## src/rtl/aes_hdr_pkg.sv

```systemverilog
// Shared types and constants for the MM2S key-header stripper.
package aes_hdr_pkg;
    typedef enum logic [2:0] {
        S_HDR0,
        S_HDR1,
        S_DRAIN,
        S_PAYLOAD,
        S_DISCARD
    } hdr_state_t;

    localparam int          C_HDR_BEATS = 2;
    localparam int          C_KEY_WIDTH = 256;
    localparam logic [15:0] C_FULL_KEEP = 16'hffff;
endpackage

```

## src/rtl/axis_reg_slice.sv

```systemverilog
// One-deep registered AXI-Stream stage carrying data and last.
module axis_reg_slice #(
    parameter int W = 128
) (
    input  logic         clk,
    input  logic         rst_n,
    input  logic [W-1:0] s_data,
    input  logic         s_last,
    input  logic         s_valid,
    output logic         s_ready,
    output logic [W-1:0] m_data,
    output logic         m_last,
    output logic         m_valid,
    input  logic         m_ready
);
    logic [W-1:0] data_q, data_d;
    logic         last_q, last_d;
    logic         valid_q, valid_d;

    // Accepting while the held beat leaves gives full throughput with no bubble.
    assign s_ready = ~valid_q | m_ready;

    always_comb begin
        data_d  = data_q;
        last_d  = last_q;
        valid_d = valid_q;
        if (s_valid && s_ready) begin
            data_d  = s_data;
            last_d  = s_last;
            valid_d = 1'b1;
        end else if (m_ready) begin
            valid_d = 1'b0;
        end
    end

    always_ff @(posedge clk or negedge rst_n) begin
        if (!rst_n) begin
            data_q  <= '0;
            last_q  <= 1'b0;
            valid_q <= 1'b0;
        end else begin
            data_q  <= data_d;
            last_q  <= last_d;
            valid_q <= valid_d;
        end
    end

    assign m_data  = data_q;
    assign m_last  = last_q;
    assign m_valid = valid_q;
endmodule

```

## src/rtl/aes_key_hdr_strip.sv

```systemverilog
// Strips the two-beat key header from each MM2S packet, commits the key once
// the AES pipeline is empty and forwards payload beats to the core.
module aes_key_hdr_strip #(
    parameter int C_M_AXIS_MM2S_TDATA_WIDTH = 128,
    parameter int C_KEY_WIDTH               = 256,
    parameter int C_CNT_WIDTH               = 9
) (
    input  logic                                     m_axi_mm2s_aclk,
    input  logic                                     mm2s_prmry_reset_out_n,
    input  logic [C_M_AXIS_MM2S_TDATA_WIDTH-1:0]     m_axis_mm2s_tdata,
    input  logic [C_M_AXIS_MM2S_TDATA_WIDTH/8-1:0]   m_axis_mm2s_tkeep,
    input  logic                                     m_axis_mm2s_tvalid,
    input  logic                                     m_axis_mm2s_tlast,
    output logic                                     m_axis_mm2s_tready,
    output logic [C_M_AXIS_MM2S_TDATA_WIDTH-1:0]     aes_din_tdata,
    output logic                                     aes_din_tvalid,
    output logic                                     aes_din_tlast,
    input  logic                                     aes_din_tready,
    input  logic                                     aes_retire,
    output logic [C_KEY_WIDTH-1:0]                   aes_key,
    output logic [C_CNT_WIDTH-1:0]                   aes_inflight,
    output logic                                     hdr_err
);
    import aes_hdr_pkg::*;

    localparam int                     DW      = C_M_AXIS_MM2S_TDATA_WIDTH;
    localparam logic [C_CNT_WIDTH-1:0] CNT_MAX = '1;
    localparam logic [C_CNT_WIDTH-1:0] CNT_ONE = {{(C_CNT_WIDTH-1){1'b0}}, 1'b1};

    hdr_state_t             state_q, state_d;
    logic [C_KEY_WIDTH-1:0] key_pend_q, key_pend_d;
    logic [C_KEY_WIDTH-1:0] aes_key_q, aes_key_d;
    logic [C_CNT_WIDTH-1:0] inflight_q, inflight_d;
    logic                   hdr_err_q, hdr_err_d;
    logic                   rdy_en_q;
    logic                   stream_ready, hs, hdr_bad, room;
    logic                   slice_in_valid, slice_in_ready;
    logic                   issue, retire_ok;
    logic [C_CNT_WIDTH:0]   occupancy;

    // A beat parked in the output register is already committed to issue, so it
    // reserves a counter slot; this keeps the counter from ever passing all-ones.
    assign occupancy = {1'b0, inflight_q} + {{C_CNT_WIDTH{1'b0}}, aes_din_tvalid};
    assign room      = occupancy < {1'b0, CNT_MAX};

    always_comb begin
        stream_ready = 1'b0;
        if (rdy_en_q) begin
            case (state_q)
                S_HDR0, S_HDR1, S_DISCARD: stream_ready = 1'b1;
                S_PAYLOAD:                 stream_ready = slice_in_ready & room;
                default:                   stream_ready = 1'b0;
            endcase
        end
    end

    assign hs             = m_axis_mm2s_tvalid & stream_ready;
    assign hdr_bad        = m_axis_mm2s_tlast | (m_axis_mm2s_tkeep != C_FULL_KEEP);
    assign slice_in_valid = hs & (state_q == S_PAYLOAD);

    always_comb begin
        state_d    = state_q;
        key_pend_d = key_pend_q;
        aes_key_d  = aes_key_q;
        hdr_err_d  = 1'b0;
        case (state_q)
            S_HDR0, S_HDR1: begin
                if (hs) begin
                    if (hdr_bad) begin
                        hdr_err_d = 1'b1;
                        state_d   = m_axis_mm2s_tlast ? S_HDR0 : S_DISCARD;
                    end else if (state_q == S_HDR0) begin
                        key_pend_d[C_KEY_WIDTH-1 -: DW] = m_axis_mm2s_tdata;
                        state_d                         = S_HDR1;
                    end else begin
                        key_pend_d[DW-1:0] = m_axis_mm2s_tdata;
                        state_d            = S_DRAIN;
                    end
                end
            end
            S_DRAIN: begin
                if (!aes_din_tvalid && inflight_q == '0) begin
                    aes_key_d = key_pend_q;
                    state_d   = S_PAYLOAD;
                end
            end
            S_PAYLOAD, S_DISCARD: begin
                if (hs && m_axis_mm2s_tlast) state_d = S_HDR0;
            end
            default: state_d = S_HDR0;
        endcase
    end

    assign issue     = aes_din_tvalid & aes_din_tready;
    assign retire_ok = aes_retire & (inflight_q != '0);

    always_comb begin
        inflight_d = inflight_q;
        if (issue && !retire_ok)      inflight_d = inflight_q + CNT_ONE;
        else if (!issue && retire_ok) inflight_d = inflight_q - CNT_ONE;
    end

    always_ff @(posedge m_axi_mm2s_aclk or negedge mm2s_prmry_reset_out_n) begin
        if (!mm2s_prmry_reset_out_n) begin
            state_q    <= S_HDR0;
            key_pend_q <= '0;
            aes_key_q  <= '0;
            inflight_q <= '0;
            hdr_err_q  <= 1'b0;
            rdy_en_q   <= 1'b0;
        end else begin
            state_q    <= state_d;
            key_pend_q <= key_pend_d;
            aes_key_q  <= aes_key_d;
            inflight_q <= inflight_d;
            hdr_err_q  <= hdr_err_d;
            rdy_en_q   <= 1'b1;
        end
    end

    axis_reg_slice #(.W(DW)) u_din_slice (
        .clk     (m_axi_mm2s_aclk),
        .rst_n   (mm2s_prmry_reset_out_n),
        .s_data  (m_axis_mm2s_tdata),
        .s_last  (m_axis_mm2s_tlast),
        .s_valid (slice_in_valid),
        .s_ready (slice_in_ready),
        .m_data  (aes_din_tdata),
        .m_last  (aes_din_tlast),
        .m_valid (aes_din_tvalid),
        .m_ready (aes_din_tready)
    );

    assign m_axis_mm2s_tready = stream_ready;
    assign aes_key            = aes_key_q;
    assign aes_inflight       = inflight_q;
    assign hdr_err            = hdr_err_q;
endmodule
```

## config.mk

```make
export PLATFORM = sky130hd
export DESIGN_NAME = aes_key_hdr_strip
export DESIGN_NICKNAME = d
export VERILOG_FILES = /design/src/rtl/aes_hdr_pkg.sv /design/src/rtl/axis_reg_slice.sv /design/src/rtl/aes_key_hdr_strip.sv
export SDC_FILE = /design/constraint.sdc
export NUM_CORES = 1
export LEC_CHECK = 0
export BUFFER_PORTS_ARGS = -buffer_cell sky130_fd_sc_hd__buf_2
export CAP_MARGIN = 15
export CORE_ASPECT_RATIO = 0.9
export CORE_MARGIN = 2
export CORE_UTILIZATION = 25
export DETAILED_ROUTE_END_ITERATION = 16
export SYNTH_ARGS = -nofsm -noshare
export SYNTH_HDL_FRONTEND = slang
export SYNTH_HIERARCHICAL = 1
export SYNTH_SLANG_ARGS = --single-unit
```

## constraint.sdc

```tcl
create_clock -name m_axi_mm2s_aclk -period 4.64 [get_ports m_axi_mm2s_aclk]
set_input_delay 0 -clock m_axi_mm2s_aclk [delete_from_list [all_inputs] [get_ports m_axi_mm2s_aclk]]
set_output_delay 0 -clock m_axi_mm2s_aclk [all_outputs]
set_load 0.01 [all_outputs]
```

# Word-level counts from Yosys, hierarchy flattened
# Cells that the tools add are included.
# Widths: inputs -> output; s select.
# op_classes
addsub,3
n_lt_le_gt_ge,1
n_eq_ne,8
mux,16
bitwise_logic,10
n_reduce_logical,20
# op_table
op,n
$mux 9,2
$ne 16x16->1 const B,1
$mux 3,5
$add 9x1->10,1
$lt 10x9->1 const B,1
$add 9x1->9 const B,1
$logic_not 9->1,1
$pmux 3 s3,1
$reduce_bool 9->1,1
$sub 9x1->9 const B,1
$reduce_and 4->1,2
$eq 3x2->1 const B,2
$mux 1,6
$ne 2x2->1 const B,3
$and 1x1->1,5
$logic_and 1x1->1,5
$reduce_bool 2->1,2
$reduce_or 2->1,2
$eq 3x1->1 const B,1
$eq 3x3->1 const B,1
$logic_not 1->1,3
$logic_not 3->1,1
$not 1->1,3
$reduce_and 3->1,1
5 further kinds,6
# word_totals
reg_bits,656
in_bits,150
out_inout_bits,397
elab_cells,68

# Longest topological paths before layout
# logic_depth
depth_word,9
ltp_mapped,11
depth_no_buf,11

# Hierarchy
# The synthesis kept the hierarchy.
# by_module_without_submodules
module,n_inst,cells_each,area_each_um2,seq_area_each_um2
aes_key_hdr_strip,1,1213,20153.1,13162.6
axis_reg_slice,1,276,5262.5,3253.1

# Least setup slack after synthesis
# No wires, ideal clock.
# synth_path
kind,register to register
start,"reg inflight_q[4], in the netlist aes_inflight[4]"
end,"reg inflight_q[8], in the netlist aes_inflight[8]"
setup_time_ns,0.101
arrival_time_ns,3.193
t_required_ns,4.539
path_slack_ns,1.346
stages_incl_launch_ff,12
n_path_buf,0
period_less_slack_ns,3.294
cell_sequence,dfrtp_1 > or4_1 > nor4_4 > nand2b_1 > ha_1 > inv_1 > fa_1 > a21o_1 > a221oi_1 > o21bai_1 > mux2_2 > o32ai_1
# synth_via
elab_chain_len,5
elab_cells_between_ends,10
classes_between,add/sub (2); mux (2); bitwise (1); reduce/logical (5)
# synth_rtl
item,line,source
start: declaration,aes_key_hdr_strip.sv:33,"logic [C_CNT_WIDTH-1:0] inflight_q, inflight_d;"
start signal: assignment,aes_key_hdr_strip.sv:115,inflight_q <= inflight_d;
branches (longest 5 deep; another with $sub 9x1->9),n/a,
# Several ways; the timed one is not identified. The select of a mux whose other input is x is not followed.
# A chain may end at the register's enable or synchronous reset.

# Worst setup path after layout
# layout_path
start,"reg inflight_q[0], in the netlist aes_inflight[0]"
end,"reg u_din_slice.data_q[18], in the netlist u_din_slice/m_data[18]"
# layout_via
elab_chain_len,8
# layout_rtl
item,line,source
$add 9x1->10,aes_key_hdr_strip.sv:43,"assign occupancy = {1'b0, inflight_q} + {{C_CNT_WIDTH{1'b0}}, aes_din_tvalid};"
$lt 10x9->1,aes_key_hdr_strip.sv:44,"assign room = occupancy < {1'b0, CNT_MAX};"
$and 1x1->1,aes_key_hdr_strip.sv:51,S_PAYLOAD: stream_ready = slice_in_ready & room;
$pmux 1 s2,aes_key_hdr_strip.sv:49,case (state_q)
$mux 1,aes_key_hdr_strip.sv:48,if (rdy_en_q) begin
$and 1x1->1,aes_key_hdr_strip.sv:57,assign hs = m_axis_mm2s_tvalid & stream_ready;
$and 1x1->1,aes_key_hdr_strip.sv:59,assign slice_in_valid = hs & (state_q == S_PAYLOAD);
named net slice_in_valid,aes_key_hdr_strip.sv:37,"logic slice_in_valid, slice_in_ready;"
$logic_and 1x1->1,axis_reg_slice.sv:27,if (s_valid && s_ready) begin
end signal: assignment,axis_reg_slice.sv:42,data_q <= data_d;
end: declaration,axis_reg_slice.sv:16,"logic [W-1:0] data_q, data_d;"
# The timed path passes the listed nets, and every way through them passes these cells.

==> reports/qor.txt <==
Worst slew margin - 36.06%
antenna violations before repair - 2
fin crit period - 3.830 ns
Layout fillers - 9719
first-pass GRT wire length - 99940 um
first-pass detailed-route iteration total - 4
drt drc - 0
via count - 15113
Die ar. - 104200 um^2
Buffers on Ports - 546
Die W - 340.1 um
status - finished clean
htree depth - 3
Final Skew - 0.02089 ns
post_cts resized - 0
Crit-path slowest cell - nor4_1
WL/cell - 17.92 um
library cells used by synthesis - 47
CP arrival - 4.33 ns
Worst Setup SP - aes_inflight[0]
Num CTS Buffers - 72
Boundary Pins - 547
Post-DP Area - 29640 um^2
nets - 2360
Worst-Margin Slew - 0.9591 ns
CP top delay family - simple AND/OR/NAND/NOR gates
Layout Utilization - 33.24%
total track usage - 12.26%
syn_area_per_cell - 17.07 um^2
mapped cell area - 25420 um^2
kind of critical path - reg2reg
total negative slack - 0 ns
starting density of the core - 25.33%
fin area - 33350 um^2
Max-Cap Viols - 0
Yosys reg bits - 656
synth top area cells - dfrtp_1 (65%), mux2_2 (24%), mux2_4 (6.0%)
RSZ-0062 raised after global routing - no
Max FO, Critical Path - 52
Buf+Inv Stages, Crit Path - 1
Die Y - 306.5 um
Layout area overhead - 31.23%
Slew Limit Fails - 0
Post-Syn Instances - 1489
Via density - 4.197
fmax - 0.2611 GHz
vias in the first global route - 16554
TritonCTS clock tree - done
Pleak - 0.01811 uW
most used cell, CP - ha_1
number of synthesized flops with an enable pin - 0
required time worst endpoint - 5.14 ns
worst skew pair latency - 0.61 ns
overall routed net length - 64520 um
Synth Net Count - 1650
r2r startpoint - aes_inflight[0]
Final Power - 13540 uW
share of cells above drive strength 1 - 59.11%
Routability Congestion - 0.8255
R2R cell count - 10
crit path cell chain - ha_1, ha_1, and3b_1, o21ai_0, a221oi_1, nand2b_1, nor4_1, nand2_8, buf_12, mux2_4
Setup Viol. Count Final - 0
DPL Wire Length - 44380 um
setup slack, reg-to-reg - 0.81 ns
final hold vios - 0
RR Endpoint - u_din_slice/m_data[18]
grt ovf - 0
Yosys Warn Count - 6
Root Buffer - clkbuf_16
Synth area leader - dfrtp_1
Clock Path Buffers - 3
post-route ant nets - 0
num rows - 110
highest cell delay on the worst timing path - 0.72 ns
Critical Path End Type - register
1st-iter DRT viols - 710
type of origin of the critical path - register
Synth async-reset ratio - 100.0%
# clock sinks - 656
clock slew seen by the registers of the worst setup and hold paths - 0.06 ns
Main synth FF type - dfrtp_1
Std-Cell Core Area - 100300 um^2
Worst Hold Class - in2async
largest net degree at the start of global routing - 130
post-synthesis sequential area ratio - 64.59%
Final Cycle Share - 82.54%
top-area cell type share of the netlist area - 64.59%
worst ir drop on vdd - 0.2327 mV
pwr dens - 405.8 nW/um^2
-- cells by family (layout without fill, tap and decap cells) --
group / Yosys count / after routing / synth area share, %
compound gates: 33 / 33 / 0.8320
xor+xnor: 8 / 8 / 0.2757
fa+ha+maj: 11 / 11 / 0.5711
buf+inv: 80 / 846 / 2.393
flops: 656 / 656 / 64.59
mux: 643 / 643 / 29.98
other cells: 1 / 3 / 0.01475
simple gates: 57 / 57 / 1.344
-- power breakdown --
| part | internal [uW] | switching [uW] |
|---|---|---|
| logic | 790 | 769 |
| registers | 6020 | 227 |
| clock network | 3440 | 2290 |
| total | 10200 | 3290 |
-- synthesized netlist by cell type (all sizes together), types with 3 or more instances --
cell type / instances
and3: 3
mux2: 643
nand3: 4
o21ai: 8
nor3: 5
ha: 10
xor2: 4
buf: 66
a21oi: 7
nor2: 8
nand4: 6
nand2: 14
nor4: 4
nand2b: 4
clkbuf: 8
xnor2: 4
dfrtp: 656
inv: 6
-- how the worst max path moves through the flow --
stage,end,slack (ns),depth (start not counted)
after global routing,u_din_slice/m_data[26],0.57,10
after floorplan,aes_inflight[8],1.35,11
after global placement,u_din_slice/m_data[85],0.85,10
final,u_din_slice/m_data[18],0.81,10
after CTS,u_din_slice/m_data[84],0.80,10
after detailed placement,u_din_slice/m_data[88],0.81,10
-- state kept, by name (all words and copies together) (netlist names) --
| name | flops |
|---|---|
| aes_key | 256 |
| state_q | 3 |
| u_din_slice/m_valid | 1 |
| hdr_err | 1 |
| u_din_slice/m_data | 128 |
| u_din_slice/m_last | 1 |
| aes_inflight | 9 |
| key_pend_q | 256 |
| rdy_en_q | 1 |
-- per-layer routing --
metal | vias to the layer above | GRT usage [%] | share of wire (%)
met1 | 7841 | 14.24 | 40
met3 | 125 | 4.160 | 6.7
li1 | 6753 | - | -
met5 | - | 0 | 0.011
met2 | 392 | 20.95 | 50
met4 | 2 | 4.467 | 3.2
-- final cells by class --
type	instances	area (um^2)	share of cell area, %
diodes	2	5.005	0.01501
clock buffers	108	2111	6.329
clock inverters	22	267.8	0.8028
inverters	6	22.52	0.06752
multi-input cells	753	8418	25.24
flip-flops and latches	656	16420	49.22
well taps	1344	1682	5.042
repair buffers	710	4432	13.29
-- what timing repair did --
item | 4_1_cts | 5_1_grt
hold buffers | 133 | 0
setup buffers | 0 | 0
endpoints found under the hold margin | 485 | 0
-- cells in the final DEF, fill, tap and decap left out, types with 5 or more instances in the layout --
cell,instances
a21oi_1,7
buf_12,10
buf_2,545
buf_4,21
bufinv_16,5
clkbuf_1,22
clkbuf_16,75
clkbuf_8,11
clkinv_2,7
dfrtp_1,656
dlygate4sd3_1,133
ha_1,10
inv_1,6
inv_6,6
mux2_2,542
mux2_4,101
nand2_1,13
nand4_1,6
nor2_1,8
nor3_1,5
o21ai_0,8
-- stage by stage --
stage | worst slack (ns) | hold WS, ns | cells
final | 0.8101 | 0.04966 | 3601
after global routing | 0.5698 | 0.08963 | 3599
after CTS | 0.7959 | 0.05844 | 3599
after detailed placement | 0.8088 | 0.1490 | 3336
after global placement | 0.8541 | 0.1321 | 3336
after floorplan | 1.346 | -0.2956 | 1489
Power figures use the tool's default switching activity.
